File: src/rtl/hdlc_rx_protocol_monitor.sv
// hdlc_rx_protocol_monitor
// HDLC Rx protocol checker. It watches the serial Rx line and the Rx status
// strobes, and checks flag-detect latency, abort-signal latency and buffer
// overflow. Each check has a one-cycle error pulse and a saturating counter.
// A two-state frame tracker (IDLE/OPEN) counts buffer writes per frame.
// Optional build macro: HDLC_MON_PASS_CNT_EN adds per-check pass counters.
module hdlc_rx_protocol_monitor #(
    parameter int FLAG_LAT  = 2,
    parameter int ABORT_LAT = 1,
    parameter int OVF_LAT   = 1,
    parameter int MAX_LAT   = 8,
    parameter int MAX_BYTES = 128,
    parameter int CNT_W     = 16
) (
    input  logic                              Clk,
    input  logic                              Rst,
    input  logic                              Rx,
    input  logic                              Rx_FlagDetect,
    input  logic                              Rx_ValidFrame,
    input  logic                              Rx_AbortDetect,
    input  logic                              Rx_AbortSignal,
    input  logic                              Rx_Overflow,
    input  logic                              Rx_WrBuff,
    input  logic [2:0]                        ChkEn,
    input  logic                              CntClr,
    output logic [2:0]                        ErrPulse,
    output logic [CNT_W-1:0]                  ErrCntFlag,
    output logic [CNT_W-1:0]                  ErrCntAbort,
    output logic [CNT_W-1:0]                  ErrCntOvf,
    output logic [CNT_W-1:0]                  ErrCntTotal,
    output logic                              FrameActive,
    output logic [$clog2(MAX_BYTES+2)-1:0]    ByteCnt
`ifdef HDLC_MON_PASS_CNT_EN
    ,
    output logic [CNT_W-1:0]                  PassCntFlag,
    output logic [CNT_W-1:0]                  PassCntAbort,
    output logic [CNT_W-1:0]                  PassCntOvf
`endif
);

    localparam int              BC_W       = $clog2(MAX_BYTES + 2);
    localparam logic [BC_W-1:0] BYTES_FULL = BC_W'(MAX_BYTES);
    localparam logic [BC_W-1:0] BYTES_OVER = BC_W'(MAX_BYTES + 1);

    typedef enum logic {
        IDLE = 1'b0,
        OPEN = 1'b1
    } state_t;

    state_t             state;
    state_t             stateNext;
    logic [6:0]         rxHist;       // [0] = previous sample, [6] = seven samples ago
    logic [MAX_LAT-1:0] flagPipe;
    logic [MAX_LAT-1:0] abortPipe;
    logic [MAX_LAT-1:0] ovfPipe;
    logic               ovfSeen;
    logic               ovfPrev;

    logic               flagMatch;
    logic               idleMatch;
    logic               ovfPush;
    logic               flagDue;
    logic               abortDue;
    logic               ovfDue;
    logic               spurOvf;
    logic [2:0]         errNow;
    logic [1:0]         errCount;

    function automatic logic [CNT_W-1:0] satAdd(input logic [CNT_W-1:0] a,
                                                 input logic [1:0]       n);
        logic [CNT_W:0] s;
        s = {1'b0, a} + {{(CNT_W - 1){1'b0}}, n};
        return s[CNT_W] ? '1 : s[CNT_W-1:0];
    endfunction

    // Pattern matching, expectation evaluation and error classification
    always_comb begin
        flagMatch = ~rxHist[6] & (&rxHist[5:0]) & ~Rx;
        // Seven ones in a row; an abort pattern is a subset of this
        idleMatch = (&rxHist[5:0]) & Rx;
        ovfPush   = (state == OPEN) & Rx_WrBuff & ~flagMatch & (ByteCnt == BYTES_FULL);
        flagDue   = flagPipe[FLAG_LAT-1];
        abortDue  = abortPipe[ABORT_LAT-1];
        ovfDue    = ovfPipe[OVF_LAT-1];
        spurOvf   = Rx_Overflow & ~ovfPrev & (state == OPEN) & ~ovfSeen;
        errNow[0] = ChkEn[0] & flagDue & ~Rx_FlagDetect;
        errNow[1] = ChkEn[1] & abortDue & ~Rx_AbortSignal;
        errNow[2] = ChkEn[2] & ((ovfDue & ~Rx_Overflow) | spurOvf);
        errCount  = 2'(errNow[0]) + 2'(errNow[1]) + 2'(errNow[2]);
    end

    // Rx history and expectation pipelines
    always_ff @(posedge Clk or negedge Rst) begin
        if (!Rst) begin
            rxHist    <= '0;
            flagPipe  <= '0;
            abortPipe <= '0;
            ovfPipe   <= '0;
            ovfPrev   <= 1'b0;
        end else begin
            rxHist    <= {rxHist[5:0], Rx};
            flagPipe  <= {flagPipe[MAX_LAT-2:0], flagMatch};
            abortPipe <= {abortPipe[MAX_LAT-2:0], Rx_ValidFrame & Rx_AbortDetect};
            ovfPipe   <= {ovfPipe[MAX_LAT-2:0], ovfPush};
            ovfPrev   <= Rx_Overflow;
        end
    end

    // Frame-tracking state register
    always_ff @(posedge Clk or negedge Rst) begin
        if (!Rst) begin
            state <= IDLE;
        end else begin
            state <= stateNext;
        end
    end

    // Frame-tracking next state: any flag opens/keeps a frame, idle or abort closes it
    always_comb begin
        stateNext = state;
        case (state)
            IDLE:    if (flagMatch) stateNext = OPEN;
            OPEN:    if (idleMatch) stateNext = IDLE;
            default: stateNext = IDLE;
        endcase
    end

    assign FrameActive = (state == OPEN);

    // Per-frame byte count and overflow-seen tracking; a flag clear beats a write
    always_ff @(posedge Clk or negedge Rst) begin
        if (!Rst) begin
            ByteCnt <= '0;
            ovfSeen <= 1'b0;
        end else if (flagMatch) begin
            ByteCnt <= '0;
            if (state == OPEN) begin
                ovfSeen <= 1'b0;
            end
        end else begin
            if ((state == OPEN) && Rx_WrBuff && (ByteCnt != BYTES_OVER)) begin
                ByteCnt <= ByteCnt + BC_W'(1);
            end
            if (ovfPush) begin
                ovfSeen <= 1'b1;
            end
        end
    end

    // Registered error pulses
    always_ff @(posedge Clk or negedge Rst) begin
        if (!Rst) begin
            ErrPulse <= '0;
        end else begin
            ErrPulse <= errNow;
        end
    end

    // Saturating error counters; clear overrides increment
    always_ff @(posedge Clk or negedge Rst) begin
        if (!Rst) begin
            ErrCntFlag  <= '0;
            ErrCntAbort <= '0;
            ErrCntOvf   <= '0;
            ErrCntTotal <= '0;
        end else if (CntClr) begin
            ErrCntFlag  <= '0;
            ErrCntAbort <= '0;
            ErrCntOvf   <= '0;
            ErrCntTotal <= '0;
        end else begin
            ErrCntFlag  <= satAdd(ErrCntFlag, {1'b0, errNow[0]});
            ErrCntAbort <= satAdd(ErrCntAbort, {1'b0, errNow[1]});
            ErrCntOvf   <= satAdd(ErrCntOvf, {1'b0, errNow[2]});
            ErrCntTotal <= satAdd(ErrCntTotal, errCount);
        end
    end

`ifdef HDLC_MON_PASS_CNT_EN
    logic [2:0] passNow;

    // Successful evaluation of an enabled expectation
    always_comb begin
        passNow[0] = ChkEn[0] & flagDue & Rx_FlagDetect;
        passNow[1] = ChkEn[1] & abortDue & Rx_AbortSignal;
        passNow[2] = ChkEn[2] & ovfDue & Rx_Overflow;
    end

    // Saturating pass counters; clear overrides increment
    always_ff @(posedge Clk or negedge Rst) begin
        if (!Rst) begin
            PassCntFlag  <= '0;
            PassCntAbort <= '0;
            PassCntOvf   <= '0;
        end else if (CntClr) begin
            PassCntFlag  <= '0;
            PassCntAbort <= '0;
            PassCntOvf   <= '0;
        end else begin
            PassCntFlag  <= satAdd(PassCntFlag, {1'b0, passNow[0]});
            PassCntAbort <= satAdd(PassCntAbort, {1'b0, passNow[1]});
            PassCntOvf   <= satAdd(PassCntOvf, {1'b0, passNow[2]});
        end
    end
`endif

endmodule
File: config.mk
export PLATFORM = sky130hd
export DESIGN_NAME = hdlc_rx_protocol_monitor
export DESIGN_NICKNAME = d
export VERILOG_FILES = /design/src/rtl/hdlc_rx_protocol_monitor.sv
export SDC_FILE = /design/constraint.sdc
export NUM_CORES = 1
export LEC_CHECK = 0
export CAP_MARGIN = 40
export CELL_PAD_IN_SITES_DETAIL_PLACEMENT = 1
export CELL_PAD_IN_SITES_GLOBAL_PLACEMENT = 2
export CORE_MARGIN = 1.5
export CORE_UTILIZATION = 32
export DETAILED_ROUTE_END_ITERATION = 12
export PLACE_DENSITY_LB_ADDON = 0.12
export SLEW_MARGIN = 10
export SYNTH_ARGS = -nofsm -noshare
export SYNTH_HDL_FRONTEND = slang
export SYNTH_SLANG_ARGS = --single-unit
File: constraint.sdc
create_clock -name Clk -period 3.6 [get_ports Clk]
set_input_delay 0.36 -clock Clk [delete_from_list [all_inputs] [get_ports Clk]]
set_output_delay 0.36 -clock Clk [all_outputs]
set_load 0.05 [all_outputs]
==> results_dict.tcl, run 1 <==
set metrics [dict create \
    min_period_over_period 0.821 \
    synth_top_family_by_area "simple AND/OR/NAND/NOR gates" \
    track_usage 0.163 \
    leakagePower_nw 2.21 \
    grt_pass1_wl_mm 18.4 \
    cts.repair.resized 0 \
    drc_errors 0 \
    syn_nets 440 \
    postRouteAntennaNets 0 \
    grt_max_degree 61 \
    first_pass_iters 4 \
    synth_cell_types 42 \
    dp.cells 672 \
    detail_route.vias_per_cell 5.00 \
    synthXorXnorAreaFrac 0.0929 \
    fin_util 0.444 \
    grt.met1_usage 0.219 \
    clockRootBuffer "clkbuf_16" \
    die_w_um 118 \
    busiest_layer "met2" \
    skew_ps 7.57 \
    cp.arrival_ps 3210 \
    tightest_slew_ps 794 \
    grt_pass1_vias 3573 \
    synth-adder-area-share 0.0419 \
    layout-drive-gt1-share 0.0795 \
    yosysWarningCount 0 \
    overflow 0 \
    post_cts_buffers 0 \
    fin_nets 537 \
    synth.avg_cell_area_um2 10.2 \
    globalRouteMet2Util 0.263 \
    min_period_ps 2950 \
    maxCapViolations 0 \
    drt_iter0_markers 146 \
    initial_core_util 0.332 \
    n_fill_cell 1407 \
    ir_worst_vdd_v 0.000249 \
    fmax_ghz 0.339 \
    wirelength_mm 10.9 \
    cts_tree "yes" \
    min_path_type "input port to asynchronous set/reset pin" \
    finalNonFillerCells 688 \
    die_h_um 118 \
    hold_viol_final 0 \
    synth-seq-cells 89 \
    gp_congestion 0.751 \
    finalSetupViolCount 0 \
    avgRoutedWirePerCell_um 15.8 \
    max_slew_margin 0.471 \
    pwr_density_cell_nw_per_um2 404 \
    critical_path.endpoint_type "register" \
    syn2layout_area_growth_pct 33.7 \
    muxShareOfSynthArea 0.00236 \
    num_antenna_cells 0 \
    crit_path_max_fanout 13 \
    via_count 3439 \
    dpl.hpwl_mm 7.62 \
    path_class "input port to register" \
    row_count 41 \
    ios 89 \
    start_kind "input port" \
    clk_pin_slew_ps 70 \
    coreArea_um2 12800 \
    cp.required_ps 3860 \
    syn_area_um2 4240 \
    cts-buffers-inserted 9 \
    cts_max_level 3 \
    met3_usage 0.0383 \
    synth-simple-area-share 0.192 \
    grt_antenna_before_repair 0 \
    cts.sinks 89 \
    die_area_um2 14000 \
    multiInputGateArea_um2 1880 \
    rsz0062_at_grt "no" \
    setup_tns_ps 0 \
    seq_area_frac_synth 0.525 \
    io_buffer_count 88 \
    syn_inst 414 \
    hold_buffers 0 \
    clock_latency_ps 340 \
    synth_compound_area_frac 0.113 \
    clockBufferDepth 2 \
    regArea_um2 2230 \
    outcome "finished clean" \
    finalMaxSlewViolations 0 \
    design_power_total_w 0.00229 \
]
## flip-flops by register name, indices dropped and copies added, names as in the netlist
name,flops
FrameActive,1
ovfSeen,1
ErrCntAbort,16
rxHist,7
abortPipe,1
ErrCntOvf,16
flagPipe,2
ByteCnt,8
ErrCntTotal,16
ErrPulse,3
ovfPrev,1
ErrCntFlag,16
ovfPipe,1
## per-layer routing
| layer | vias up | wire, um |
|---|---|---|
| met4 | 0 | 120 |
| li1 | 1665 | - |
| met5 | - | 0 |
| met2 | 61 | 5080 |
| met3 | 8 | 377 |
| met1 | 1705 | 5270 |
## cells by family after synthesis
group | count (synthesis)
AOI/OAI and AO/OA | 82
xor gates and xnor gates | 45
adders and majority gates | 13
buffers and inverters | 35
DFF | 89
muxes | 1
and+or+nand+nor | 149
## placed cells by master (no fill, tap or decap), types with 3 or more instances in the layout
master           count
nor3_1              21
nor2_1              26
a21oi_1             60
nand2_1             21
nor4_1              16
inv_1               21
xnor2_1             39
clkdlybuf4s50_1     86
a211oi_1             3
and3_1               4
nand4_1             13
nand3_1             23
clkbuf_8             4
a31oi_1              5
ha_1                11
clkbuf_16            9
nor3b_1              3
nor2b_1              3
xor2_1               6
a31o_2               4
buf_4               12
dfrtp_1             89
## path summary, 6_finish.rpt
kind / from / endpoint / slack, ps / depth (start not counted)
max: Rx_Overflow / ErrCntTotal[9]$_DFF_PN0_ / 650 / 11
min: Rst / ErrCntAbort[7]$_DFF_PN0_ / 110 / 1
max reg2reg: FrameActive$_DFF_PN0_ / ErrCntTotal[9]$_DFF_PN0_ / 670 / 10
min reg2reg: flagPipe[0]$_DFF_PN0_ / flagPipe[1]$_DFF_PN0_ / 360 / 0
max in group asynchronous: Rst / ByteCnt[3]$_DFFE_PN0P_ / 2710 / 2
min in group Clk: CntClr / ErrCntAbort[9]$_DFF_PN0_ / 340 / 2
## per-stage QoR
step	area (um^2)	setup slack, ps	hold WS (ps)
after floorplan	4240	619	64.4
after global placement	5360	363	336
after detailed placement	5380	275	342
after CTS	5670	643	133
after global routing	5670	427	169
final	5670	646	107
## area by class of cell
type	instances	share of cell area
Clock buffer	14	0.0501
Clock inverter	2	0.00177
Inverter	21	0.0139
Multi-Input combinational cell	290	0.331
Sequential cell	89	0.393
Tap cell	172	0.0380
Timing Repair Buffer	100	0.172
## worst max-delay path, stage by stage
cell and delay [ps]:
clkdlybuf4s50_1 440, nor4bb_1 160, o21a_1 220, fa_1 500
ha_1 180, fa_1 270, nand4_2 200, nor4_2 390
nand4_1 130, buf_4 210, a21oi_1 150
## cells in the mapped netlist
| cell type | instances | share of area |
|---|---|---|
| nor3_1 | 21 | 0.025 |
| or3_1 | 2 | 0.0030 |
| a31oi_1 | 5 | 0.0074 |
| o2111ai_1 | 2 | 0.0041 |
| and2_1 | 2 | 0.0030 |
| inv_1 | 21 | 0.019 |
| buf_2 | 3 | 0.0035 |
| o31ai_4 | 1 | 0.0050 |
| nor4_2 | 2 | 0.0059 |
| and4_1 | 2 | 0.0041 |
| nor4_1 | 16 | 0.024 |
| nand4_2 | 1 | 0.0030 |
| nand3_2 | 2 | 0.0047 |
| dfrtp_1 | 89 | 0.53 |
| nand2_1 | 21 | 0.019 |
| and3_1 | 4 | 0.0059 |
| a31o_2 | 4 | 0.0083 |
| nor2_1 | 26 | 0.023 |
| a21oi_1 | 60 | 0.071 |
| ha_1 | 11 | 0.032 |
| fa_1 | 2 | 0.0094 |
| clkbuf_1 | 8 | 0.0071 |
| or4_4 | 1 | 0.0027 |
| a311oi_1 | 2 | 0.0041 |
| xnor2_1 | 39 | 0.081 |
| and4b_1 | 2 | 0.0047 |
| o311ai_1 | 1 | 0.0021 |
| nand4_1 | 13 | 0.019 |
| and3b_1 | 2 | 0.0041 |
| xor2_1 | 6 | 0.012 |
| nand2b_1 | 1 | 0.0015 |
| nor4bb_1 | 1 | 0.0024 |
| nor2_2 | 1 | 0.0015 |
| o21ai_0 | 2 | 0.0024 |
| buf_1 | 3 | 0.0027 |
| nand3_1 | 23 | 0.027 |
| o22a_1 | 1 | 0.0021 |
| mux2i_1 | 1 | 0.0024 |
| nor3b_1 | 3 | 0.0053 |
| o21a_1 | 1 | 0.0018 |
| a211oi_1 | 3 | 0.0053 |
| nor2b_1 | 3 | 0.0044 |
## power breakdown
group | switching (W) | internal, W
Clock | 0.000377 | 0.000542
Combinational | 0.000193 | 0.000104
Sequential | 0.0000429 | 0.00103
Total | 0.000613 | 0.00168
(Power assumes the default switching activity.)
==> inputs of run 2 (changes only) <==
==> constraint.sdc (replaced) <==
create_clock -name Clk -period 2.8 [get_ports Clk]
set_input_delay 0.28 -clock Clk [delete_from_list [all_inputs] [get_ports Clk]]
set_output_delay 0.28 -clock Clk [all_outputs]
set_load 0.05 [all_outputs]
==> results_dict.tcl, run 2 (same netlist as run 1, synthesis figures left out) <==
set metrics [dict create \
    rsz0062_at_grt "no" \
    die_h_um 118 \
    num_antenna_cells 0 \
    pwr_density_cell_nw_per_um2 541 \
    cp.arrival_ps 2910 \
    clk_pin_slew_ps 60 \
    clockRootBuffer "clkbuf_16" \
    row_count 41 \
    coreArea_um2 12800 \
    layout-drive-gt1-share 0.116 \
    min_period_over_period 0.947 \
    total_switching_power_w 0.000812 \
    tightest_slew_ps 607 \
    path_class "register to register" \
    fmax_ghz 0.377 \
    min_path_type "input port to register" \
    grt_pass1_vias 3638 \
    gp_congestion 0.771 \
    seq_power_share 0.431 \
    start_kind "register" \
    p_comb_frac 0.124 \
    p_sw_frac 0.253 \
    hold_viol_final 0 \
    cts-buffers-inserted 9 \
    clockBufferDepth 2 \
    critical_path.endpoint_type "register" \
    syn2layout_area_growth_pct 39.7 \
    cts.sinks 89 \
    finalSetupViolCount 0 \
    via_count 3557 \
    detail_route.vias_per_cell 5.05 \
    fin_area_um2 5920 \
    crit_path_max_fanout 13 \
    dp.cells 687 \
    first_pass_iters 4 \
    drt_iter0_markers 231 \
    track_usage 0.166 \
    finalMaxSlewViolations 0 \
    cp.required_ps 3060 \
    setup_tns_ps 0 \
    maxCapViolations 0 \
    fin_nets 554 \
    postRouteAntennaNets 0 \
    design_power_total_w 0.00320 \
    fin_util 0.464 \
    outcome "finished clean" \
    grt_antenna_before_repair 0 \
    grt_pass1_wl_mm 18.8 \
    die_w_um 118 \
    leakagePower_nw 2.34 \
    die_area_um2 14000 \
    finalNonFillerCells 705 \
    cts_max_level 3 \
    min_period_ps 2650 \
    drc_errors 0 \
    skew_ps 7.16 \
    placed_area_um2 5500 \
    initial_core_util 0.332 \
    overflow 0 \
    grt_max_degree 51 \
    io_buffer_count 88 \
    ios 89 \
    internal_power_w 0.00239 \
    ir_worst_vdd_v 0.000579 \
    wirelength_mm 11.1 \
    final_cell_mix "dfrtp_1, clkdlybuf4s50_1, a21oi_1" \
    cts_tree "yes" \
    clkPwrFrac 0.445 \
    max_slew_margin 0.595 \
    dpl.hpwl_mm 7.91 \
    avgRoutedWirePerCell_um 15.8 \
    final_common_cell "dfrtp_1" \
    clock_latency_ps 340 \
]
-- run 2: changes by cell type in the layout (fill, tap and decap cells not counted), sizes merged --
cell	before	now
clkinv	2	1
buf	14	30
clkbuf	14	12
bufinv	0	3
dlymetal6s2s	0	1
dlygate4sd3	0	1
clkdlybuf4s50	86	85
-- run 2: area by class of cell --
class,count,area [um^2]
clock buffers,12,256
clock inverters,4,98.8
inverters,21,78.8
fillers,1411,6850
multi-input cells,290,1920
well taps,172,215
flip-flops and latches,89,2230
repair buffers,117,1120
-- run 2: routing by layer --
metal  part of all wire  track usage  routed length [um]  up-vias
met2               0.47        0.257                5210       59
met3              0.031       0.0276                 344       12
met5                  0            0                   0        -
met1               0.48        0.231                5370     1779
met4              0.017       0.0640                 187        0
li1                   -            -                   -     1707
-- run 2: through the flow --
stage          setup WS [ps]  hold WS, ps
2_1_floorplan           48.2        -15.6
3_3_place_gp            -271          304
3_5_place_dp            -385          296
4_1_cts                 42.4          357
5_1_grt                 17.3          144
6_report                 148          133
-- run 2: power groups by stage --
| stage | sequential, W | combinational (W) | clock [W] |
|---|---|---|---|
| CTS | 0.00138 | 0.000400 | 0.00147 |
| global route | 0.00139 | 0.000429 | 0.00152 |
| detailed placement | 0.00140 | 0.000397 | 0 |
| floorplan | 0.00151 | 0.000127 | 0 |
| finish | 0.00138 | 0.000396 | 0.00143 |
| global placement | 0.00140 | 0.000390 | 0 |
-- run 2: final timing paths --
path                                             from                        to  slack (ps)  cells past startpoint
worst max-delay path            FrameActive$_DFF_PN0_  ErrCntTotal[9]$_DFF_PN0_         150                     10
worst min-delay path                      Rx_Overflow         ovfPrev$_DFF_PN0_         130                      1
worst max register to register  FrameActive$_DFF_PN0_  ErrCntTotal[9]$_DFF_PN0_         150                     10
worst min register to register  flagPipe[0]$_DFF_PN0_     flagPipe[1]$_DFF_PN0_         360                      0
max in group asynchronous                         Rst    ByteCnt[5]$_DFFE_PN0P_        1700                      3
min in group asynchronous                         Rst  ErrCntAbort[9]$_DFF_PN0_         450                      2
-- run 2: timing repair --
action,in CTS,in global routing
hold buffers,1,0
setup endpoints to repair,2,15
gates resized for setup,1,7
pin swaps,0,1
hold endpoints to repair,39,0
buffers inserted,0,1
gates cloned,0,0
-- run 2: critical path: stages (launching register included) --
cell	delay (ps)
dfrtp_2	390
nor4bb_2	160
o21a_1	190
fa_1	540
ha_4	160
fa_2	250
nand4_4	160
nor4_4	190
nand4_1	180
buf_12	190
a21oi_1	140
